File: src/rtl/step_clk_pkg.sv
// Shared mode encoding and default sizing for the stepped clock generator.
package step_clk_pkg;

  typedef enum logic {
    MODE_TOGGLE = 1'b0,
    MODE_PULSE  = 1'b1
  } mode_e;

  localparam int unsigned          CNT_W_DEF   = 28;
  localparam logic [CNT_W_DEF-1:0] RST_DIV_DEF = 28'd11999999;

endpackage

File: src/rtl/step_clk_gen_if.sv
// Control/status bundle of the stepped clock generator: per-channel
// enables, modes, divider load strobes and the divided outputs.
interface step_clk_gen_if
  import step_clk_pkg::*;
#(
  parameter int unsigned N_CH  = 4,
  parameter int unsigned CNT_W = CNT_W_DEF
);

  logic [N_CH-1:0]       i_EN;
  logic [N_CH-1:0]       i_MODE;
  logic [N_CH*CNT_W-1:0] i_DIV;
  logic [N_CH-1:0]       i_LOAD;
  logic [N_CH-1:0]       o_CLK;
  logic [N_CH-1:0]       o_TICK;
  logic [N_CH-1:0]       o_PEND;

  modport master (
    output i_EN, i_MODE, i_DIV, i_LOAD,
    input  o_CLK, o_TICK, o_PEND
  );

  modport slave (
    input  i_EN, i_MODE, i_DIV, i_LOAD,
    output o_CLK, o_TICK, o_PEND
  );

endinterface

File: src/rtl/step_clk_chan.sv
// One divider channel: up-counter to the active divider with a shadow
// divider that is swapped in only at terminal count to avoid glitched periods.
module step_clk_chan
  import step_clk_pkg::*;
#(
  parameter int unsigned      CNT_W   = CNT_W_DEF,
  parameter logic [CNT_W-1:0] RST_DIV = RST_DIV_DEF
) (
  input  logic             clk,
  input  logic             rst,
  input  logic             en,
  input  logic             mode,
  input  logic [CNT_W-1:0] div,
  input  logic             load,
  output logic             div_clk,
  output logic             tick,
  output logic             pend
);

  localparam logic [CNT_W-1:0] CNT_ZERO = {CNT_W{1'b0}};
  localparam logic [CNT_W-1:0] CNT_ONE  = CNT_W'(1'b1);

  logic [CNT_W-1:0] cnt_r,    cnt_nxt_s;
  logic [CNT_W-1:0] div_r,    div_nxt_s;
  logic [CNT_W-1:0] shadow_r, shadow_nxt_s;
  logic             pend_r,   pend_nxt_s;
  mode_e            mode_r,   mode_nxt_s;
  logic             clk_r,    clk_nxt_s;
  logic             tick_r,   tick_nxt_s;
  logic             tc_s;

  // Terminal count only exists while running; a disabled counter sits at zero.
  assign tc_s = en && (cnt_r == div_r);

  // Next-state logic for counter, dividers, mode latch and outputs.
  always_comb begin
    cnt_nxt_s    = cnt_r;
    div_nxt_s    = div_r;
    shadow_nxt_s = shadow_r;
    pend_nxt_s   = pend_r;
    mode_nxt_s   = mode_r;
    clk_nxt_s    = clk_r;
    tick_nxt_s   = 1'b0;
    if (!en) begin
      // Idle: mode is transparent and any divider update takes effect at once.
      cnt_nxt_s  = CNT_ZERO;
      clk_nxt_s  = 1'b0;
      tick_nxt_s = 1'b0;
      mode_nxt_s = mode_e'(mode);
      pend_nxt_s = 1'b0;
      if (load) begin
        div_nxt_s = div;
      end else if (pend_r) begin
        div_nxt_s = shadow_r;
      end else begin
        div_nxt_s = div_r;
      end
    end else begin
      tick_nxt_s = tc_s;
      if (tc_s) begin
        cnt_nxt_s = CNT_ZERO;
      end else begin
        cnt_nxt_s = cnt_r + CNT_ONE;
      end
      case (mode_r)
        MODE_TOGGLE: clk_nxt_s = clk_r ^ tc_s;
        MODE_PULSE:  clk_nxt_s = tc_s;
        default:     clk_nxt_s = 1'b0;
      endcase
      // A load on the boundary cycle can go straight into the active divider.
      if (load && !tc_s) begin
        shadow_nxt_s = div;
        pend_nxt_s   = 1'b1;
      end else if (load) begin
        div_nxt_s  = div;
        pend_nxt_s = 1'b0;
      end else if (tc_s && pend_r) begin
        div_nxt_s  = shadow_r;
        pend_nxt_s = 1'b0;
      end else begin
        pend_nxt_s = pend_r;
      end
    end
  end

  // Channel state registers with synchronous reset.
  always_ff @(posedge clk) begin
    if (rst) begin
      cnt_r    <= CNT_ZERO;
      div_r    <= RST_DIV;
      shadow_r <= RST_DIV;
      pend_r   <= 1'b0;
      mode_r   <= MODE_TOGGLE;
      clk_r    <= 1'b0;
      tick_r   <= 1'b0;
    end else begin
      cnt_r    <= cnt_nxt_s;
      div_r    <= div_nxt_s;
      shadow_r <= shadow_nxt_s;
      pend_r   <= pend_nxt_s;
      mode_r   <= mode_nxt_s;
      clk_r    <= clk_nxt_s;
      tick_r   <= tick_nxt_s;
    end
  end

  assign div_clk = clk_r;
  assign tick    = tick_r;
  assign pend    = pend_r;

endmodule

File: src/rtl/step_clk_gen.sv
// N_CH independent programmable clock/pulse dividers running off one
// system clock; each channel is a step_clk_chan instance.
module step_clk_gen
  import step_clk_pkg::*;
#(
  parameter int unsigned      N_CH    = 4,
  parameter int unsigned      CNT_W   = CNT_W_DEF,
  parameter logic [CNT_W-1:0] RST_DIV = 28'd11999999
) (
  input logic           n_CLK,
  input logic           n_RST,
  step_clk_gen_if.slave bus
);

  logic [N_CH-1:0] clk_s;
  logic [N_CH-1:0] tick_s;
  logic [N_CH-1:0] pend_s;

  generate
    for (genvar k = 0; k < N_CH; k++) begin : g_chan
      step_clk_chan #(
        .CNT_W   (CNT_W),
        .RST_DIV (RST_DIV)
      ) u_chan (
        .clk     (n_CLK),
        .rst     (n_RST),
        .en      (bus.i_EN[k]),
        .mode    (bus.i_MODE[k]),
        .div     (bus.i_DIV[k*CNT_W +: CNT_W]),
        .load    (bus.i_LOAD[k]),
        .div_clk (clk_s[k]),
        .tick    (tick_s[k]),
        .pend    (pend_s[k])
      );
    end
  endgenerate

  assign bus.o_CLK  = clk_s;
  assign bus.o_TICK = tick_s;
  assign bus.o_PEND = pend_s;

endmodule

File: src/flat_wrapper.sv
// flat-port wrapper written by rule: the top's interface ports become plain ports
module step_clk_gen_flat import step_clk_pkg::*;
#(
  parameter int unsigned      N_CH    = 4,
  parameter int unsigned      CNT_W   = CNT_W_DEF,
  parameter logic [CNT_W-1:0] RST_DIV = 28'd11999999
)
  (n_CLK, n_RST, bus_i_EN, bus_i_MODE, bus_i_DIV, bus_i_LOAD, bus_o_CLK, bus_o_TICK, bus_o_PEND);
  step_clk_gen_if #(.N_CH(N_CH), .CNT_W(CNT_W)) bus_i ();
  input logic n_CLK;
  input logic n_RST;
  input wire logic [$bits(bus_i.i_EN)-1:0] bus_i_EN;
  input wire logic [$bits(bus_i.i_MODE)-1:0] bus_i_MODE;
  input wire logic [$bits(bus_i.i_DIV)-1:0] bus_i_DIV;
  input wire logic [$bits(bus_i.i_LOAD)-1:0] bus_i_LOAD;
  output wire logic [$bits(bus_i.o_CLK)-1:0] bus_o_CLK;
  output wire logic [$bits(bus_i.o_TICK)-1:0] bus_o_TICK;
  output wire logic [$bits(bus_i.o_PEND)-1:0] bus_o_PEND;
  assign bus_i.i_EN = bus_i_EN;
  assign bus_i.i_MODE = bus_i_MODE;
  assign bus_i.i_DIV = bus_i_DIV;
  assign bus_i.i_LOAD = bus_i_LOAD;
  assign bus_o_CLK = bus_i.o_CLK;
  assign bus_o_TICK = bus_i.o_TICK;
  assign bus_o_PEND = bus_i.o_PEND;
  step_clk_gen #(.N_CH(N_CH), .CNT_W(CNT_W), .RST_DIV(RST_DIV)) u_core (.n_CLK(n_CLK), .n_RST(n_RST), .bus(bus_i));
endmodule
File: config.mk
export PLATFORM = sky130hd
export DESIGN_NAME = step_clk_gen_flat
export DESIGN_NICKNAME = d
export VERILOG_FILES = /design/src/rtl/step_clk_pkg.sv /design/src/rtl/step_clk_gen_if.sv /design/src/rtl/step_clk_chan.sv /design/src/rtl/step_clk_gen.sv /design/src/flat_wrapper.sv
export SDC_FILE = /design/constraint.sdc
export NUM_CORES = 1
export LEC_CHECK = 0
export ABC_AREA = 1
export CORE_ASPECT_RATIO = 0.5
export CORE_MARGIN = 5
export CORE_UTILIZATION = 36
export CTS_CLUSTER_DIAMETER = 40
export DETAILED_ROUTE_END_ITERATION = 7
export MAX_ROUTING_LAYER = met4
export PLACE_DENSITY_LB_ADDON = 0.12
export SYNTH_ARGS = -nofsm -noshare
export SYNTH_HDL_FRONTEND = slang
export SYNTH_SLANG_ARGS = --single-unit
File: constraint.sdc
create_clock -name n_CLK -period 1.9 [get_ports n_CLK]
set_clock_uncertainty 0.15 [all_clocks]
set_input_delay 0.285 -clock n_CLK [delete_from_list [all_inputs] [get_ports n_CLK]]
set_output_delay 0.285 -clock n_CLK [all_outputs]
set_load 0.1 [all_outputs]
# Yosys cells after proc, flatten, opt, wreduce, memory -nomap -nowiden
# Index checks and enable logic that the tools add are counted.
# totals
input_bits,126
out_inout_bits,12
wordCells,136
regBits,352
# op_classes
n_mux,40
bitwise,12
n_eq_ne,12
n_reduce_logical,40
addsub,4
# ops
operator,n
2-to-1 mux 28 bit,24
adder 28 x 1 -> 28 bit (second input constant),4
equality test 28 bit,4
nonzero test 3 bit,8
logical AND 1 bit,12
2-to-1 mux 1 bit,12
!= test 3 x 1 -> 1 bit (second input constant),4
AND reduction 3 bit,4
OR reduction 3 bit,4
!= test 2 bit (second input constant),4
inverter 1 bit,8
one-hot mux 1 bit (2 select lines),4
AND reduction 2 bit,4
OR reduction 2 bit,4
logical NOT 1 bit,4
bitwise XOR 1 bit,4

# Depth between registers and ports, before layout
# Gate-level depths: netlist of run 1.
# logic_depth
depth_word,7
depth_mapped,14
depth_no_buf,13

# Cells and area by module
# From an unflattened synthesis of run 1, not the netlist that was laid out.
# hier_totals
hier_cells,2560
area_unflattened_um2,17177.7
# modules_own_cells
module,area_each_um2,cells_per_inst,instances,seq_area_each_um2
step_clk_chan (u_core.g_chan[0].u_chan ...),4294.1,639,3,1761.7
step_clk_chan (u_core.g_chan[3].u_chan),4295.4,643,1,1761.7

# Least setup slack after synthesis of run 1
# OpenSTA, ideal clock, no wires.
# synth_timing
path_kind,register to register
from,register u_core.g_chan[0].u_chan.cnt_r[0]
to,register u_core.g_chan[0].u_chan.cnt_r[22]
synth_period_minus_slack_ns,1.807
n_path_buf,0
slack_ns,0.093
required_ns,1.670
t_arrival_ns,1.577
setup_ns,0.080
stages_incl_launch_ff,11
cell_sequence,dfxtp_1 -> ha_1 -> nand3_2 -> nor2_2 -> nand2_2 -> inv_1 -> nand3_2 -> nor2_4 -> nand2_1 -> o21ai_1 -> nor3b_1
# synth_via
elab_chain_len,3
word_cells_on_any_way,4
cone_classes,1 x add/sub; 1 x eq/ne; 2 x reduce/logical
# synth_lines
item,line_no,rtl
from (decl),step_clk_chan.sv:23,"logic [CNT_W-1:0] cnt_r, cnt_nxt_s;"
from (signal assigned),step_clk_chan.sv:97,cnt_r <= cnt_nxt_s;
"parallel branches: the longest is 3 deep, another holds adder 28 x 1 -> 28 bit",-,
# Parallel ways; which one is timed is not known.
# A chain may end at the register's enable or synchronous reset.

# Worst setup path after layout of run 1
# layout_timing
from,register u_core.g_chan[1].u_chan.div_r[3]
to,register u_core.g_chan[1].u_chan.div_r[19]
# layout_via
elab_chain_len,6
word_cells_on_any_way,8
cone_classes,3 x eq/ne; 5 x reduce/logical
# layout_lines
item,line_no,rtl
from (decl),step_clk_chan.sv:24,"logic [CNT_W-1:0] div_r, div_nxt_s;"
from (signal assigned),step_clk_chan.sv:98,div_r <= div_nxt_s;
equality test 28 bit (*),step_clk_chan.sv:33,assign tc_s = en && (cnt_r == div_r);
logical AND 1 bit (*),step_clk_chan.sv:33,
logical NOT 1 bit,step_clk_chan.sv:71,if (load && !tc_s) begin
logical AND 1 bit,step_clk_chan.sv:71,
!= test 2 bit (no source line),-,
AND reduction 3 bit (no source line) (*),-,
# Every way passes the cells marked *; elsewhere a longest branch is shown, timed or not.

==> results of run 1 <==
==> per-layer routing <==
| metal | vias up | share of wire | track usage |
|---|---|---|---|
| li1 | 8534 | - | - |
| met3 | 58 | 0.028 | 0.02820 |
| met5 | - | 0 | - |
| met2 | 160 | 0.48 | 0.2993 |
| met1 | 7277 | 0.47 | 0.2188 |
| met4 | 0 | 0.015 | 0.03500 |
==> metrics by stage <==
step | hold WS (ps) | instances | area, um2 | util
3_5_place_dp | 309.8 | 3398 | 20800 | 0.4430
3_3_place_gp | 303.7 | 3398 | 20800 | 0.4430
6_report | 204.0 | 3505 | 23740 | 0.5056
5_1_grt | 175.9 | 3505 | 23740 | 0.5056
4_1_cts | 172.6 | 3471 | 22190 | 0.4726
2_1_floorplan | 229.3 | 2519 | 17120 | -
==> sequential cells by signal, indices dropped and copies added (netlist names) <==
signal and flops:
u_core.g_chan.u_chan.div_clk 4, u_core.g_chan.u_chan.pend 4, u_core.g_chan.u_chan.tick 4, u_core.g_chan.u_chan.div_r 112, u_core.g_chan.u_chan.cnt_r 112, u_core.g_chan.u_chan.mode_r 4
u_core.g_chan.u_chan.shadow_r 112
==> tightest hold or removal path, cell delays in order <==
cell and delay, ps:
clkdlybuf4s50_1 410, nor2_1 100, nor2_1 50
==> repair_timing <==
action,4_1_cts,5_1_grt
pin swaps,1,70
resized for setup,15,311
cloned,0,20
setup endpoints to repair,105,332
buffers inserted,0,13
==> placed cells by master, fill, tap and decap left out, types with 24 or more instances in the layout <==
master	instances
a21oi_1	37
buf_12	40
buf_4	200
clkbuf_16	57
clkdlybuf4s50_1	125
dfxtp_1	300
dfxtp_2	46
inv_1	209
inv_2	24
nand2_1	750
nand2_2	80
nand2_4	28
nand3_1	156
nand4_1	25
nor2_1	294
nor2_2	28
nor3_1	45
o211ai_1	68
o21ai_0	56
xnor2_1	78
xor2_1	33
==> layout make-up <==
| class | instances | area, um2 |
|---|---|---|
| inverter | 234 | 883.3 |
| sequential | 352 | 7127 |
| timing repair buffer | 394 | 4111 |
| tap | 638 | 798.3 |
| multi-input combinational | 1813 | 9473 |
| clock inverter | 23 | 241.5 |
| antenna | 1 | 2.502 |
| fill | 4671 | 23210 |
| clock buffer | 50 | 1100 |
==> kinds of logic (layout without fill, tap and decap cells) <==
logic type                 Yosys count  count (layout)  share of synthesized area
buffers and inverters              354             701                    0.08831
xor gates and xnor gates           124             124                    0.06345
adders and majority gates            4               4                   0.002924
and+or+nand+nor                   1506            1506                     0.3709
DFF                                352             352                     0.4117
other                                0               1                          0
AOI/OAI and AO/OA                  179             179                    0.06272
==> path summary, 6_finish.rpt <==
kind                                                       start                              endpoint  slack [ps]
worst max-delay path            u_core.g_chan[1].u_chan.div_r[3]     u_core.g_chan[1].u_chan.div_r[19]           2
worst min-delay path                               bus_i_DIV[83]  u_core.g_chan[2].u_chan.shadow_r[27]         200
worst max register to register  u_core.g_chan[1].u_chan.div_r[3]     u_core.g_chan[1].u_chan.div_r[19]           2
worst min register to register  u_core.g_chan[3].u_chan.cnt_r[0]      u_core.g_chan[3].u_chan.cnt_r[0]         300
==> power by group through the flow <==
stage	combinational, W	sequential [W]	clock (W)
finish	0.00233	0.00798	0.00798
floorplan	0.00127	0.00806	0
global route	0.00262	0.00802	0.00857
global placement	0.00202	0.00812	0
CTS	0.00205	0.00796	0.00821
detailed placement	0.00204	0.00812	0
==> results.md, run 1 <==
- Status: complete, no violations
- Post-Route WL: 47080 um
- Critical Path, Cell by Cell: xnor2_2 > nand2_1 > nor2_2 > nand2_1 > nor2_2 > nand2_2 > nand2_4 > nand2_8 > clkbuf_16 > nand2_4 > nand2_1 > nor2_1
- Combinational share of power: 0.128
- Top cells by count, synth: nand2_1, dfxtp_1, nor2_1, inv_1, nand3_1
- Maximum VDD drop: 0.0004960 V
- Mapped Nets: approximately 2600
- Syn Area/Cell: 6.794 um2
- Clock transition at the registers of the reported paths: about 60 ps
- FF-to-FF path depth: 12
- Total CTS buffers: 40
- CP most frequent cell: nand2_1
- CTS tree: built
- Initial Utilization: 0.3646
- Initial antenna violation count: 1
- Vias in the first global route: 15054
- Slew margin rel.: 0.7453
- Row count: 56
- Crit path kind: register to register
- Arrival time worst endpoint: 2220 ps
- Buf+Inv Stages, Crit Path: 1
- Max FO, Critical Path: 7
- Slew at the pin with the worst max-slew slack: 378.1 ps
- Layout cells sized above 1: 0.2247
- Cell accounting for the most synthesized area: dfxtp_1
- Psw: approximately 0.0049 W
- DP Wirelength: approximately 32000 um
- RSZ-0062 raised after global routing: yes
- CP Launch Type: register
- Pre-CTS setup slack: -128.4 ps
- Synthesized instance count: between 2000 and 3000
- # port buffers: around 140
- Largest delay share family, worst path: simple AND/OR/NAND/NOR gates
- Vias per cell: 4.573
- # hold bufs at CTS: 0
- Max-cap check violation count: 0
- CP required: approximately 2200 ps
- Largest net degree at the start of global routing: just over 60
- Synth async-reset ratio: 0
- H-tree depth: 2
- Drt wl/cell: between 10 and 15 um
- Top_reg_cell synth: dfxtp_1
- Minimum clock period after layout: between 1500 and 2000 ps
- Die Area: about 52000 um2
- CTS max path bufs: 3
- Internal Pwr Total: 0.01344 W
- Root Driver: clkbuf_16
- Unique masters post-synth: 34
- Synth Warn #: 0
- Total core area: 46950 um2
- DR iter-0 viols: 856
- Period utilization: 0.9991
- Critical path depth in cells: 12
- Worst hold stages: 3
- Final WS setup: 1.722 ps
- Top cell type's share of synthesized area: 0.4117
- #FFs+latches synth: ~350
- Sequential fraction of the synthesis area: 0.4117
- Tot Pwr: 0.01829 W
- Setup TNS: 0 ps
- CP peak stage delay: 370 ps
- Clk pwr share: 0.436
- Count leader, synth: nand2_1
- Post-Syn Area: 17120 um2
- EDFF count, synth: 0
- Global Route Usage Sum: 0.1737
- Final GP Congestion: 0.8574
- Final nets: between 2000 and 3000
- Final Max Tran Viols: 0
- PD cells: 770.4 nW/um2
- CP Capture Type: register
- Seq pwr share: 0.436
- Die Y: about 160 um
- Switching Share: 0.2653
- Leak Pwr: 10.47 nW
- Critical-path top delay cell: dfxtp_1
- Dominant cells by area after synthesis: dfxtp_1, nand2_1, nor2_1
- Fmax: 526.8 MHz
- Drc violations: 0
- DIE WIDTH: 318.4 um
- First-pass GRT wire length: 74000 um
- P&R area growth vs syn: 38.69%
- DR pass1 iterations: 5
- Number of routed nets with antenna violations: 0
- Grt ovf: 0
- Worst min path class: primary input to register
- Vias: roughly 16000
- I/O pins: 138
- CTS Sinks: 352
- Final setup fails: 0
- Worst-Skew Late Latency: 540 ps
- Fin. Hold Viols: 0
Note: power is estimated with default switching activity, not from simulation.
==> run 2, diff against run 1 <==
Clock period 1.9 ns to 1.8 ns, I/O delays scaled along.
==> results.md, run 2 (synthesis gave the netlist of run 1 again) <==
- CP Launch Type: register
- Final GP Congestion: 0.8229 (-4.0%)
- Layout cells sized above 1: 0.2859 (+0.06120)
- Crit path launch: u_core.g_chan[3].u_chan.cnt_r[6]
- Grt ovf: 0 (unchanged)
- FF-to-FF path depth: 12 (unchanged)
- PD cells: 782.2 nW/um2 (+1.5%)
- Hold Path Origin: bus_i_DIV[71]
- Hold Path Sink: u_core.g_chan[2].u_chan.shadow_r[15]
- Minimum clock period after layout: 1923 ps (+24.96 ps)
- # port buffers: 137 (unchanged)
- Largest net degree at the start of global routing: 46 (-26%)
- Switching Share: 0.2654 (about the same)
- CTS tree: built
- Most common cell after layout, fill and taps aside: nand2_1
- Final setup fails: 127 (+127)
- Clk pwr share: 0.438 (+0.002)
- Global Route Usage Sum: 0.1835 (+0.009809)
- Worst min path class: primary input to register
- Max FO, Critical Path: 8 (+1)
- Slew at the pin with the worst max-slew slack: 473.1 ps (+95.03 ps)
- Clock transition at the registers of the reported paths: 70 ps (about the same)
- Fin. Hold Viols: 0 (unchanged)
- Arrival time worst endpoint: 2220 ps (about the same)
- Worst hold stages: 3 (unchanged)
- Final nets: 3058 (+3.1%)
- Final Max Tran Viols: 0 (unchanged)
- Initial antenna violation count: 1 (unchanged)
- Root Driver: clkbuf_16
- DR iter-0 viols: 813 (-5.0%)
- Post-Route WL: 49020 um (+4.1%)
- Drt wl/cell: 13.62 um (+1.4%)
- Pre-CTS setup slack: -205.6 ps (-77.20 ps)
- CTS Sinks: 352 (unchanged)
- Fmax: 520.0 MHz (-1.3%)
- Failing checks: setup timing
- Vias per cell: 4.623 (+1.1%)
- Worst-Skew Late Latency: 560 ps (+20 ps)
- H-tree depth: 2 (unchanged)
- P&R area growth vs syn: 46.84%
- Number of routed nets with antenna violations: 0 (unchanged)
- I/O pins: 138 (unchanged)
- R2R Setup Slk: -120 ps (-120 ps)
- Max-cap check violation count: 0 (unchanged)
- WHS: 176.0 ps (-28.02 ps)
- Finished Layout Cells: 3598 (+2.7%)
- Leak Pwr: 11.15 nW (+6.5%)
- Die Y: 164.2 um (unchanged)
- Internal Pwr Total: 0.01444 W (+7.5%)
- Most frequent cells in the layout: nand2_1, nor2_1, buf_4
- CP required: 2100 ps (-120 ps)
- Reg area: 7173 um2 (+0.65%)
- Final WS setup: -123.2 ps (-125.0 ps)
- Worst R2R End: u_core.g_chan[3].u_chan.shadow_r[27]
- Psw: 0.005217 W (+7.5%)
- DR pass1 iterations: 5 (unchanged)
- Placed cells: 3472 (+2.2%)
- Row count: 56 (unchanged)
- Slew margin rel.: 0.6829 (-0.06241)
- Total core area: 46950 um2 (unchanged)
- Drc violations: 0 (unchanged)
- Vias: 16634 (+3.8%)
- Crit path kind: register to register
- CP Capture Type: register
- Period utilization: 1.068 (+0.06937)
- Status: complete, but fails checks
- Total CTS buffers: 40 (unchanged)
- Initial Utilization: 0.3646 (unchanged)
- Area taken by multi-input logic gates: 10040 um2 (+6.0%)
- First-pass GRT wire length: 77710 um (+5.0%)
- DIE WIDTH: 318.4 um (unchanged)
- Maximum VDD drop: 0.0005393 V (+8.7%)
- DP Wirelength: 33500 um (+3.1%)
- Util after Layout: 0.5353 (+0.02972)
- Fillcell total: 4524 (-3.1%)
- CTS max path bufs: 3 (unchanged)
- Seq pwr share: 0.429 (-0.007)
- RR Startpoint: u_core.g_chan[3].u_chan.cnt_r[6]
- Tot Pwr: 0.01966 W (+7.5%)
- RSZ-0062 raised after global routing: yes
- Die Area: 52270 um2 (unchanged)
- Vias in the first global route: 15552 (+3.3%)
- Largest registers: u_core.g_chan.u_chan.cnt_r (112), u_core.g_chan.u_chan.div_r (112), u_core.g_chan.u_chan.shadow_r (112)
- Combinational share of power: 0.133 (+0.005)
==> run 2: cell count changes in the layout (fill, tap and decap cells not counted), moves of 10 or more <==
cell	change
buf_4	+70
buf_6	+18
clkbuf_16	-10
dfxtp_1	-33
dfxtp_2	+31
nand3_1	-16
nand3_2	+11
nor2_1	-13
nor3_1	-13
nor3_2	+10
==> run 2: cell type report <==
| cell class | count | area share |
|---|---|---|
| antenna | 1 | 0.00009957 |
| clock buffer | 50 | 0.04416 |
| clock inverter | 23 | 0.01046 |
| inverter | 234 | 0.03515 |
| multi-input combinational | 1815 | 0.3994 |
| sequential | 352 | 0.2854 |
| tap | 638 | 0.03176 |
| timing repair buffer | 485 | 0.1936 |
==> run 2: power groups by stage <==
stage               registers, W  clock network, W  logic (W)
floorplan                0.00851                 0    0.00134
global placement         0.00857                 0    0.00216
detailed placement       0.00858                 0    0.00218
CTS                      0.00841           0.00885    0.00239
global route             0.00847           0.00921    0.00290
finish                   0.00844           0.00861    0.00260
==> run 2: routing by layer <==
| layer | share of wire | vias to the layer above | global-route usage |
|---|---|---|---|
| met5 | 0 | - | - |
| met4 | 0.020 | 0 | 0.04375 |
| met3 | 0.029 | 71 | 0.02857 |
| met2 | 0.50 | 179 | 0.3182 |
| met1 | 0.45 | 7654 | 0.2278 |
| li1 | - | 8730 | - |
==> run 2: worst max-delay path by stage <==
stage                                           end  slack, ps  cells after the start
6_report       u_core.g_chan[3].u_chan.shadow_r[27]       -120                     12
5_1_grt        u_core.g_chan[3].u_chan.shadow_r[13]       -220                     12
4_1_cts           u_core.g_chan[3].u_chan.cnt_r[23]       -100                      8
3_5_place_dp      u_core.g_chan[0].u_chan.div_r[15]       -210                     12
3_3_place_gp      u_core.g_chan[0].u_chan.div_r[25]       -180                     11
2_1_floorplan      u_core.g_chan[2].u_chan.div_r[1]        0.8                     12
==> run 2: stage by stage <==
step	cell area, um2	setup TNS, ps
after floorplan	17120	0
after global placement	21250	-24110
after detailed placement	21250	-26060
after CTS	23780	-2622
after global routing	25130	-33520
final	25130	-6363
==> run 2: repair_timing <==
action	in CTS	in global routing
pin swaps	50	84
buffers inserted	17	22
cloned	10	7
hold buffers	0	0
resized for setup	230	294
setup endpoints to repair	325	342
==> run 2: critical path, cell delays in order (launching register included) <==
cell and delay (ps):
dfxtp_1 350, xnor2_1 120, nand2_1 100, nor2_2 160
nand2_1 90, nor2_2 140, nand2_2 90, buf_6 140
nand3_4 150, buf_12 180, nand2_2 40, nand2_1 50
nor2_1 40
==> run 3, diff against run 2 <==
Settings changed: CORE_UTILIZATION 36 to 59.
==> results.md, run 3 (synthesis gave the netlist of run 1 again) <==
- Root Driver: clkbuf_16
- Arrival time worst endpoint: 2410 ps (+190 ps)
- Placed cells: 3178 (-8.5%)
- Layout cells sized above 1: 0.3009 (+0.01502)
- Minimum clock period after layout: 2086 ps (+162.9 ps)
- Clock transition at the registers of the reported paths: 70 ps (about the same)
- Total core area: 28790 um2 (-39%)
- Fmax: 479.4 MHz (-7.8%)
- Total CTS buffers: 35 (-13%)
- Vias: 18585 (+12%)
- Final GP Congestion: 0.9408 (+14%)
- # hold bufs at CTS: 0 (unchanged)
- Fin. Hold Viols: 0 (unchanged)
- Largest delay share family, worst path: simple AND/OR/NAND/NOR gates
- Critical Path, Cell by Cell: xnor2_1 > nand2_1 > nor2_2 > nand2_2 > nor2_4 > nand2_4 > nand2_8 > nand2_8 > clkbuf_16 > nand2_1 > nand2_1 > nor2_1
- P&R area growth vs syn: 44.26%
- CP peak stage delay: 330 ps (-20 ps)
- Row count: 44 (-21%)
- Vias in the first global route: 16226 (+4.3%)
- Final nets: 3017 (-1.3%)
- CP most frequent cell: nand2_1
- Failing checks: setup timing
- Tot Pwr: 0.01921 W (-2.3%)
- Global Route Usage Sum: 0.2785 (+0.09497)
- Status: complete, but fails checks
- CTS tree: built
- First-pass GRT wire length: 74890 um (-3.6%)
- Drc violations: 0 (unchanged)
- WHS: 198.9 ps (+22.95 ps)
- Max FO, Critical Path: 8 (unchanged)
- Largest registers: u_core.g_chan.u_chan.cnt_r (112), u_core.g_chan.u_chan.div_r (112), u_core.g_chan.u_chan.shadow_r (112)
- Slew at the pin with the worst max-slew slack: 462.8 ps (-10.33 ps)
- CP required: 2130 ps (+30 ps)
- # port buffers: 137 (unchanged)
- FF-to-FF path depth: 12 (unchanged)
- DIE WIDTH: 250.9 um (-21%)
- DP Wirelength: 30320 um (-9.5%)
- Final WS setup: -286.1 ps (-162.9 ps)
- Post-Route WL: 58430 um (+19%)
- Critical path depth in cells: 12 (unchanged)
- CP Launch Type: register
- R2R Setup Slk: -290 ps (-160 ps)
- Period utilization: 1.159 (+0.09050)
- Drt wl/cell: 17.68 um (+30%)
- Buf+Inv Stages, Crit Path: 1 (-1)
- CP Capture Type: register
- Critical-path top delay cell: dfxtp_1
- H-tree depth: 2 (unchanged)
- CTS Sinks: 352 (unchanged)
- Number of routed nets with antenna violations: 0 (unchanged)
- Initial Utilization: 0.5944 (+0.2299)
- RSZ-0062 raised after global routing: yes
- Crit path kind: register to register
- Final setup fails: 319 (+150%)
- I/O pins: 138 (unchanged)
- Most frequent cells in the layout: nand2_1, nor2_1, dfxtp_1
- Die Area: 32720 um2 (-37%)
- DR iter-0 viols: 1933 (+140%)
- Grt ovf: 0 (unchanged)
- Max-cap check violation count: 0 (unchanged)
- Most common cell after layout, fill and taps aside: nand2_1
- Die Y: 130.4 um (-21%)
- Worst min path class: primary input to register
- Worst hold stages: 3 (unchanged)
- Final Max Tran Viols: 0 (unchanged)
- Leak Pwr: 11.07 nW (-0.71%)
- PD cells: 777.9 nW/um2 (-0.54%)
- Fillcell total: 1442 (-68%)
- Vias per cell: 5.623 (+22%)
- Maximum VDD drop: 0.0006755 V (+25%)
- Initial antenna violation count: 3 (+2)
- Worst-Skew Late Latency: 540 ps (-20 ps)
- Finished Layout Cells: 3305 (-8.1%)
- CTS max path bufs: 3 (unchanged)
- Largest net degree at the start of global routing: 48 (+4.3%)
- Setup TNS: -32820 ps (-26460 ps)
- DR pass1 iterations: 8 (+3)
- Slew margin rel.: 0.6903 (+0.007468)
[run 3: repair_timing]
action                     in CTS  in global routing
setup endpoints to repair     296                344
pin swaps                      38                116
gates resized for setup       135                461
buffers inserted               17                 20
cloned                          6                 21
hold endpoints to repair        0                  0
[run 3: cell type report]
cell class	instances	area (um2)	share of cell area
Clock buffer	49	1011	0.04095
Multi-Input combinational cell	1815	10220	0.4138
Clock inverter	12	187.7	0.007601
Sequential cell	352	7212	0.2921
Antenna cell	3	7.507	0.0003041
Timing Repair Buffer	449	4676	0.1894
Inverter	234	890.9	0.03608
Tap cell	391	489.2	0.01981
[run 3: final timing paths]
path,startpoint,to
worst max register to register,u_core.g_chan[0].u_chan.cnt_r[12],u_core.g_chan[0].u_chan.div_r[19]
worst max-delay path,u_core.g_chan[0].u_chan.cnt_r[12],u_core.g_chan[0].u_chan.div_r[19]
worst min-delay path,bus_i_DIV[1],u_core.g_chan[0].u_chan.shadow_r[1]
worst min register to register,u_core.g_chan[2].u_chan.div_r[11],u_core.g_chan[2].u_chan.div_r[11]
[run 3: power by group]
| part | leakage, nW | total, W | switching (W) | internal [W] |
|---|---|---|---|---|
| logic | 7.56 | 0.00282 | 0.00155 | 0.00127 |
| clock network | 0.588 | 0.00792 | 0.00327 | 0.00465 |
| registers | 2.92 | 0.00847 | 0.000300 | 0.00817 |
| total | 11.1 | 0.0192 | 0.00512 | 0.0141 |
[run 3: worst reg2reg max path, delay by kind of cell (launching register included)]
family,cells,cell delay [ps]
simple gates,10,1130
buf+inv,1,210
xor+xnor,1,220
flops,1,330
[run 3: per-layer routing]
metal | part of all wire | GRT usage | vias up
met5 | 0 | - | -
met2 | 0.50 | 0.4955 | 951
met1 | 0.37 | 0.3275 | 8679
met4 | 0.056 | 0.09426 | 0
met3 | 0.073 | 0.04411 | 305
li1 | - | - | 8650
[run 3: through the flow]
stage	worst slack [ps]	area, um2	util
after floorplan	0.7997	17120	-
after global placement	-172.6	20630	0.7167
after detailed placement	-236.7	20630	0.7167
after CTS	-47.81	22520	0.7820
after global routing	-367.3	24690	0.8575
final	-286.1	24690	0.8575
==> edit (flow settings as in run 1) <==
`N_CH` is set to 4 in 3 places; all go to 5.
--- a/src/rtl/step_clk_gen_if.sv
+++ b/src/rtl/step_clk_gen_if.sv
@@ -4,5 +4,5 @@
   import step_clk_pkg::*;
 #(
-  parameter int unsigned N_CH  = 4,
+  parameter int unsigned N_CH  = 5,
   parameter int unsigned CNT_W = CNT_W_DEF
 );
--- a/src/rtl/step_clk_gen.sv
+++ b/src/rtl/step_clk_gen.sv
@@ -4,5 +4,5 @@
   import step_clk_pkg::*;
 #(
-  parameter int unsigned      N_CH    = 4,
+  parameter int unsigned      N_CH    = 5,
   parameter int unsigned      CNT_W   = CNT_W_DEF,
   parameter logic [CNT_W-1:0] RST_DIV = 28'd11999999
--- a/src/flat_wrapper.sv
+++ b/src/flat_wrapper.sv
@@ -2,5 +2,5 @@
 module step_clk_gen_flat import step_clk_pkg::*;
 #(
-  parameter int unsigned      N_CH    = 4,
+  parameter int unsigned      N_CH    = 5,
   parameter int unsigned      CNT_W   = CNT_W_DEF,
   parameter logic [CNT_W-1:0] RST_DIV = 28'd11999999
Ports: changed (7 resized); port bits go from 138 to 172. No check against the original RTL was run, so the function may have changed too.
==> edit against run 1 <==
  * The run now ends with negative setup slack left
  * Routed wire length increased by 52%
  * Via count increased by 42%
  * Combinational power increased by 54%
  * Worst setup slack got worse by 0.074 ns
  * Sequential cell count increased by 88
  * Cell area increased by 41%
  * Total power increased by 35%
  * Area after synthesis increased by 29%
  * Critical path depth unchanged
  * Highest routed layer unchanged
==> edit: results (changes against run 1) <==
status=finished with violations; failing checks=negative setup slack; worst hold endpoint=u_core.g_chan[4].u_chan.shadow_r[7]; Pleak=0.0149 µW (+42%); share of layout cells above drive strength 1=30.3% (+7.9 points); compound-cell area share of the yosys netlist=6.08% (-0.19 points); Gate Count Post-Synth=3403 (+35%); setup TNS=-1.52 ns (-1.52 ns); Routed WL=71.6 mm (+52%); clk_lat worst skew=0.59 ns (+0.05 ns); sequential area share after synthesis=39.8% (-1.4 points); fin worst setup slack=-0.0725 ns (-0.0742 ns); Placement Setup Slack=-0.281 ns (-0.152 ns); Avg WL per Cell=14.8 µm (+10%); final net count=4127 (+39%); FILL cells=5813 (+24%); routed length on met3=2.43 mm (+84%); Regs by FF count=u_core.g_chan.u_chan.cnt_r x140, u_core.g_chan.u_chan.div_r x140, u_core.g_chan.u_chan.shadow_r x140; gp weighted congestion=0.890 (+3.8%); routed vias/inst=4.72 (+3.1%); post-detail-place hpwl=47.5 mm (+46%); r2r startpoint=u_core.g_chan[3].u_chan.cnt_r[26]; Port Buffer Count=171 (+25%); Pre-Repair DR Iteration Count=7 (+2); largest net degree at the start of global routing=51 (-18%); vias in the first global route=20.9k (+39%); Worst Path Max Fanout=5 (-2); # setup viols final=84 (+84); Yosys cell types=38 (+12%); grt met2 use=32.8% (+2.8 points); Worst Hold Launch=bus_i_DIV[119]; Syn Nets=3565 (+35%)
==> edit: cell count changes after synthesis, sizes merged, moves of 18 or more <==
cell	before	now
nand4	25	66
inv	234	366
nand2	861	1185
a21oi	37	66
buf	74	96
xnor2	91	55
dfxtp	352	440
nand3	179	262
nor2	340	457
nor3	55	73
==> edit: timing repair <==
action,4_1_cts,5_1_grt
gates cloned,8,43
endpoints found under the setup margin,291,423
hold endpoints to repair,1,0
pin swaps,34,138
buffers inserted,18,30
resized for setup,140,598
hold buffers,1,0
==> edit: kinds of logic (layout without fill, tap and decap cells) <==
group / count (synthesis) / in the layout
AO/OA/AOI/OAI: 227 / 227
buffers and inverters: 522 / 1126
multiplexers: 17 / 17
flip-flops: 440 / 440
AND/OR/NAND/NOR: 2095 / 2095
XOR/XNOR: 97 / 97
adder cells (fa/ha/maj): 5 / 5
==> edit: worst max-delay path by stage <==
stage | startpoint | end | slack [ns] | depth (start not counted)
6_report | u_core.g_chan[3].u_chan.cnt_r[26] | u_core.g_chan[3].u_chan.shadow_r[25] | -0.07 | 12
2_1_floorplan | u_core.g_chan[0].u_chan.cnt_r[0] | u_core.g_chan[0].u_chan.cnt_r[26] | 0.05 | 10
3_3_place_gp | bus_i_EN[2] | u_core.g_chan[2].u_chan.shadow_r[8] | -0.24 | 13
5_1_grt | u_core.g_chan[3].u_chan.cnt_r[6] | u_core.g_chan[3].u_chan.shadow_r[19] | -0.16 | 14
4_1_cts | u_core.g_chan[3].u_chan.cnt_r[26] | u_core.g_chan[3].u_chan.div_r[10] | -0.06 | 14
3_5_place_dp | bus_i_EN[2] | u_core.g_chan[2].u_chan.div_r[10] | -0.28 | 13
==> edit: power by group through the flow <==
stage | Sequential, µW | Clock (µW) | Combinational, µW
floorplan | 10100 | 0 | 1680
global placement | 10100 | 0 | 2740
detailed placement | 10200 | 0 | 2770
CTS | 9960 | 11500 | 2920
global route | 10000 | 11900 | 3950
finish | 9990 | 11200 | 3580
==> edit: metrics by stage <==
stage | power [µW] | hold WS [ns]
final | 24700 | 0.154
after global routing | 25800 | 0.140
after CTS | 24400 | 0.111
after detailed placement | 12900 | 0.290
after global placement | 12900 | 0.285
after floorplan | 11700 | 0.229
==> edit: area by class of cell <==
class                      count  share of cell area (%)
tap                          825                    3.09
clock buffer                  63                    4.29
clock inverter                34                    1.48
inverter                     367                    4.15
timing repair buffer         662                    20.7
multi-input combinational   2441                    39.4
sequential                   440                    26.9
==> edit: worst max-delay path, cell delays in order (launching register included) <==
cell and delay (ns):
dfxtp_2 0.35, inv_2 0.04, nand2_2 0.06, nand2_2 0.06
a21oi_1 0.14, nand3b_1 0.21, nor2_4 0.21, nand2_4 0.09
nand3_4 0.18, clkbuf_16 0.21, nand2_2 0.05, nand2_1 0.05
nor2_1 0.04
